**src/rtl/cpu_types_pkg.sv**
```systemverilog
// cpu_types_pkg: shared CPU word and RAM status types.
package cpu_types_pkg;
  typedef logic [31:0] word_t;
  typedef enum logic [1:0] {FREE, BUSY, ACCESS, ERROR} ramstate_t;
endpackage

```
**src/rtl/diaosi_types_pkg.sv**
```systemverilog
// diaosi_types_pkg: arbiter state encoding and saturating increment helper.
package diaosi_types_pkg;
  import cpu_types_pkg::*;
  typedef enum logic [1:0] {IDLE, DACC, IFETCH, FAULT} arb_state_t;
  function automatic word_t sat_inc(word_t v, logic en);
    return (en && v != '1) ? v + 32'd1 : v;
  endfunction
endpackage

```
**src/rtl/mem_arb_perf.sv**
```systemverilog
// mem_arb_perf: saturating fetch/data/stall event counters for mem_arbiter.
module mem_arb_perf
  import cpu_types_pkg::*;
  import diaosi_types_pkg::*;
(
  input  logic  CLK,
  input  logic  nRST,
  input  logic  ihit,
  input  logic  dhit,
  input  logic  stall,
  output word_t icount,
  output word_t dcount,
  output word_t scount
);
  word_t icount_q, icount_d, dcount_q, dcount_d, scount_q, scount_d;
  always_comb begin
    icount_d = sat_inc(icount_q, ihit);
    dcount_d = sat_inc(dcount_q, dhit);
    scount_d = sat_inc(scount_q, stall);
  end
  always_ff @(posedge CLK or negedge nRST) begin
    if (!nRST) begin
      icount_q <= '0;
      dcount_q <= '0;
      scount_q <= '0;
    end else begin
      icount_q <= icount_d;
      dcount_q <= dcount_d;
      scount_q <= scount_d;
    end
  end
  assign icount = icount_q;
  assign dcount = dcount_q;
  assign scount = scount_q;
endmodule

```
**src/rtl/mem_arbiter.sv**
```systemverilog
// mem_arbiter: data-priority, non-preemptive arbiter of I-fetch and data ports onto one RAM.
// Define MEM_ARB_PERF_EN to build the mem_arb_perf counters; otherwise the counter ports read 0.
module mem_arbiter
  import cpu_types_pkg::*;
  import diaosi_types_pkg::*;
#(
  parameter int TIMEOUT = 255
) (
  input  logic      CLK,
  input  logic      nRST,
  input  logic      iREN,
  input  word_t     iaddr,
  input  logic      dREN,
  input  logic      dWEN,
  input  word_t     daddr,
  input  word_t     dstore,
  input  word_t     ramload,
  input  ramstate_t ramstate,
  output logic      ihit,
  output logic      dhit,
  output word_t     iload,
  output word_t     dload,
  output logic      ramREN,
  output logic      ramWEN,
  output word_t     ramaddr,
  output word_t     ramstore,
  output logic      mem_err,
  output word_t     icount,
  output word_t     dcount,
  output word_t     scount
);
  localparam int WW = (TIMEOUT < 1) ? 1 : $clog2(TIMEOUT + 1);
  localparam logic [WW-1:0] TMAX = WW'(TIMEOUT);
  arb_state_t state_q, state_d;
  logic [WW-1:0] wait_q, wait_d, wait_inc;
  logic d_req, access, stall;
  always_comb begin
    d_req    = dREN | dWEN;
    access   = ramstate == ACCESS;
    stall    = (state_q == DACC || state_q == IFETCH) && !access;
    ihit     = state_q == IFETCH && iREN && access;
    dhit     = state_q == DACC && d_req && access;
    iload    = ihit ? ramload : '0;
    dload    = dhit ? ramload : '0;
    ramaddr  = state_q == DACC ? daddr : state_q == IFETCH ? iaddr : '0;
    ramstore = state_q == DACC ? dstore : '0;
    ramWEN   = state_q == DACC && dWEN;
    ramREN   = (state_q == DACC && dREN && !dWEN) || state_q == IFETCH;
    mem_err  = state_q == FAULT;
    wait_inc = wait_q + 1'b1;
    state_d  = state_q;
    // ERROR outranks withdrawal; the timeout trips on the TIMEOUT-th stalled cycle of a grant
    unique case (state_q)
      IDLE:   state_d = d_req ? DACC : iREN ? IFETCH : IDLE;
      DACC:   state_d = ramstate == ERROR ? FAULT : !d_req ? IDLE :
                        access ? (iREN ? IFETCH : IDLE) : wait_inc == TMAX ? FAULT : DACC;
      IFETCH: state_d = ramstate == ERROR ? FAULT : !iREN ? IDLE :
                        access ? (d_req ? DACC : IDLE) : wait_inc == TMAX ? FAULT : IFETCH;
      FAULT:  state_d = FAULT;
    endcase
    wait_d = state_d != state_q ? '0 : stall ? wait_inc : wait_q;
  end
  always_ff @(posedge CLK or negedge nRST) begin
    if (!nRST) begin
      state_q <= IDLE;
      wait_q  <= '0;
    end else begin
      state_q <= state_d;
      wait_q  <= wait_d;
    end
  end
`ifdef MEM_ARB_PERF_EN
  mem_arb_perf u_perf (
    .CLK   (CLK),
    .nRST  (nRST),
    .ihit  (ihit),
    .dhit  (dhit),
    .stall (stall),
    .icount(icount),
    .dcount(dcount),
    .scount(scount)
  );
`else
  assign icount = '0;
  assign dcount = '0;
  assign scount = '0;
`endif
endmodule

```
**config.mk**
```make
export PLATFORM = sky130hd
export DESIGN_NAME = mem_arbiter
export DESIGN_NICKNAME = d
export VERILOG_FILES = /design/src/rtl/cpu_types_pkg.sv /design/src/rtl/diaosi_types_pkg.sv /design/src/rtl/mem_arb_perf.sv /design/src/rtl/mem_arbiter.sv
export SDC_FILE = /design/constraint.sdc
export NUM_CORES = 1
export LEC_CHECK = 0
export CORE_AREA = 2 2 141 143
export DETAILED_ROUTE_END_ITERATION = 6
export DIE_AREA = 0 0 143 145
export GPL_TIMING_DRIVEN = 0
export HOLD_SLACK_MARGIN = 0.12
export PLACE_DENSITY = 0.49
export SLEW_MARGIN = 20
export SYNTH_ARGS = -nofsm -noshare
export SYNTH_HDL_FRONTEND = slang
export SYNTH_HIERARCHICAL = 1
export SYNTH_SLANG_ARGS = --single-unit
```
**constraint.sdc**
```tcl
create_clock -name CLK -period 2.4 [get_ports CLK]
set_input_delay 0.24 -clock CLK [delete_from_list [all_inputs] [get_ports CLK]]
set_output_delay 0.24 -clock CLK [all_outputs]
set_load 0.02 [all_outputs]
```
==> flow_summary_export.csv <==
group,metric,value,unit
run_status,outcome,"completed",
yosys,ys.flop_type,"dfrtp_1",
power_and_ir_drop,power_frac_clock,8.9,%
clocking,cts_tree,"yes",
power_and_ir_drop,power_density,617,nW/µm²
yosys,synth_cell_types,47,
critical_path,criticalPathCategory,"flip-flop to output pin",
yosys,synth_common_cells,"and2_1, buf_4, a22o_1",
yosys,synth_top_area_share,27.7,%
floorplan,start_util,13.7,%
sta,period_minus_slack,2.27,ns
placement,placed_cell_area,5980,µm²
detailed_routing,dr.pass1.iters,4,
global_route,grt_antenna_before_repair,0,
floorplan,fp-row-count,51,
global_route,grt_start_max_net_pins,11,
yosys,ys_ff_latch,10,
power_and_ir_drop,switchingPower,1.92,mW
critical_path,worst_setup_path_start_kind,"flip-flop",
sta,setup_violations,0,
yosys,synth_seq_area_share,9.51,%
global_route,use_met3,3.63,%
detailed_routing,wire_per_inst,12.9,µm
detailed_routing,finalWirelength,12800,µm
layout,diodes,0,
clocking,clk_pin_slew_worst_paths,0.04,ns
global_route,first_global_vias,3191,
sta,holdWs,0.321,ns
yosys,ys_async_sr_fraction,100,%
yosys,syn_area,2630,µm²
global_route,grt_use_met1,12.0,%
sta,finalHoldViolCount,0,
critical_path,cp-end-kind,"output pin",
yosys,syn_avg_cell_area,7.33,µm²
layout,area_growth,131,%
critical_path,worstPathRequired,2.16,ns
sta,slew_viol_final,0,
clocking,clock_path_buffers,2,
clocking,cts_made_buffers,3,
clocking,htree_num_levels,1,
hold_path,hold_path.class,"input port to async pin",
detailed_routing,drt-initial-drc-count,31,
global_route,grt_busiest_layer,"met2",
yosys,yosys_warnings,6,
power_and_ir_drop,comb_power_share,84.6,%
global_route,use_met2,22.7,%
sta,fmax,0.440,GHz
placement,dp_hpwl,11200,µm
yosys,yosysMostFrequentCell,"and2_1",
critical_path,cp.arrival,2.03,ns
floorplan,core,19200,µm²
layout,final_nets,869,
power_and_ir_drop,p_seq_share,6.5,%
power_and_ir_drop,p_int,1.83,mW
clocking,cts.sinks,10,
floorplan,io_pins,364,
detailed_routing,antenna_left,0,
global_route,grt.total_usage,11.5,%
yosys,synth.largest_area_cell,"buf_4",
placement,portBuffers,266,
sta,clock_skew,0.00198,ns
job,drv_cap,0,
floorplan,die_w,143,µm
layout,final_cell_area,6080,µm²
layout,drive_above_1_share,27.9,%
detailed_routing,drc_errors,0,
sta,finalCritPeriodShare,94.8,%
layout,fill_cells,2077,
floorplan,die_area,20700,µm²
detailed_routing,routed_via_density,3.47,
yosys,synth-edff-count,0,
power_and_ir_drop,ir_worst_vdd,0.206,mV
clocking,clk-insertion-delay-late,0.24,ns
critical_path,worstPathMaxFanout,10,
yosys,netlist_instances,359,
power_and_ir_drop,power_leakage,3.15,nW
placement,gp_congestion,0.738,
floorplan,chipHeight,145,µm
detailed_routing,vias,3440,
yosys,ys_top_cells_by_area,"buf_4, and2_1, a22o_1, dfrtp_1, ha_1",
global_route,grt-ovfl-total,0,
power_and_ir_drop,sw_frac_of_total,51.2,%
sta,rsz0062_at_grt,"no",
clocking,cts-root-buf,"clkbuf_16",
global_route,grt_pass1_wl,18800,µm
clocking,hold_buffers,0,
[per-stage QoR]
step                setup TNS [ns]  cells  util [%]  worst slack, ns  power, mW
detailed placement          -67.74    985      31.1           -0.936       3.55
CTS                         -0.148    991      31.9          -0.0200       3.72
global route                     0    992      31.7          0.00250       4.05
floorplan                        0    454         -            0.312       2.09
finish                           0    992      31.7            0.126       3.76
global placement            -72.67    985      31.1           -0.983       3.58
[layout make-up]
type / instances / area, µm² / area share (%)
Sequential cell: 10 / 253 / 4.15
Multi-Input combinational cell: 319 / 1980 / 32.5
Inverter: 9 / 33.8 / 0.555
Timing Repair Buffer: 269 / 2540 / 41.8
Clock buffer: 4 / 88.8 / 1.46
Buffer: 116 / 858 / 14.1
Tap cell: 265 / 332 / 5.45
[path summary, 6_finish.rpt]
path / startpoint / to / slack (ns) / cells past startpoint
max: state_q[1] / ramaddr[0] / 0.13 / 6
min: nRST / wait_q[0] / 0.32 / 1
max reg2reg: state_q[0] / wait_q[2] / 0.18 / 9
min reg2reg: wait_q[7] / wait_q[7] / 0.62 / 2
max in group asynchronous: nRST / state_q[1] / 1.74 / 1
min in group CLK: ramstate[1] / state_q[1] / 0.56 / 4
[flip-flops by register name (all words and copies together), names as in the netlist]
signal and cells:
state_q 2, wait_q 8
[critical path, stage by stage, from the launching register on]
cell             delay (ns)
dfrtp_2                0.43
inv_2                  0.09
ha_1                   0.16
buf_6                  0.15
clkbuf_4               0.21
a22o_1                 0.15
clkdlybuf4s50_1        0.60
[layout by cell type (no fill, tap or decap), types with 5 or more instances in the layout]
cell	Yosys	layout
ha_1	6	6
nand3b_1	5	5
nand2_1	8	8
nor2_1	11	9
dfrtp_1	10	8
conb_1	1	96
clkdlybuf4s50_1	0	135
dlygate4sd2_1	0	70
clkbuf_2	0	29
inv_1	9	7
buf_4	97	100
a22o_1	32	32
clkdlybuf4s15_2	0	36
nor3_1	13	10
and2_1	99	99
[per-layer routing]
layer | share of wire [%] | wire (µm)
met5 | 0 | 0
met4 | 0.52 | 66
met3 | 12 | 1550
met2 | 53 | 6750
met1 | 35 | 4430
[kinds of logic after synthesis]
group	Yosys count	share of synthesized area, %
AO/OA/AOI/OAI	58	18.3
XOR/XNOR	7	2.33
adder cells (fa/ha/maj)	6	2.85
buffers and inverters	125	31.8
flip-flops	10	9.51
multiplexers	3	1.19
other	1	0.143
AND/OR/NAND/NOR	149	33.9
[what timing repair did]
item	4_1_cts	5_1_grt
setup endpoints to repair	140	129
pin swaps	2	3
gates resized for setup	240	64
buffers inserted	2	1
[power by group through the flow]
stage,Clock [mW],Combinational (mW),Sequential (mW)
floorplan,0,1.86,0.226
global placement,0,3.34,0.237
detailed placement,0,3.31,0.236
CTS,0.339,3.15,0.237
global route,0.347,3.45,0.248
finish,0.334,3.18,0.243
(Power assumes the default switching activity.)
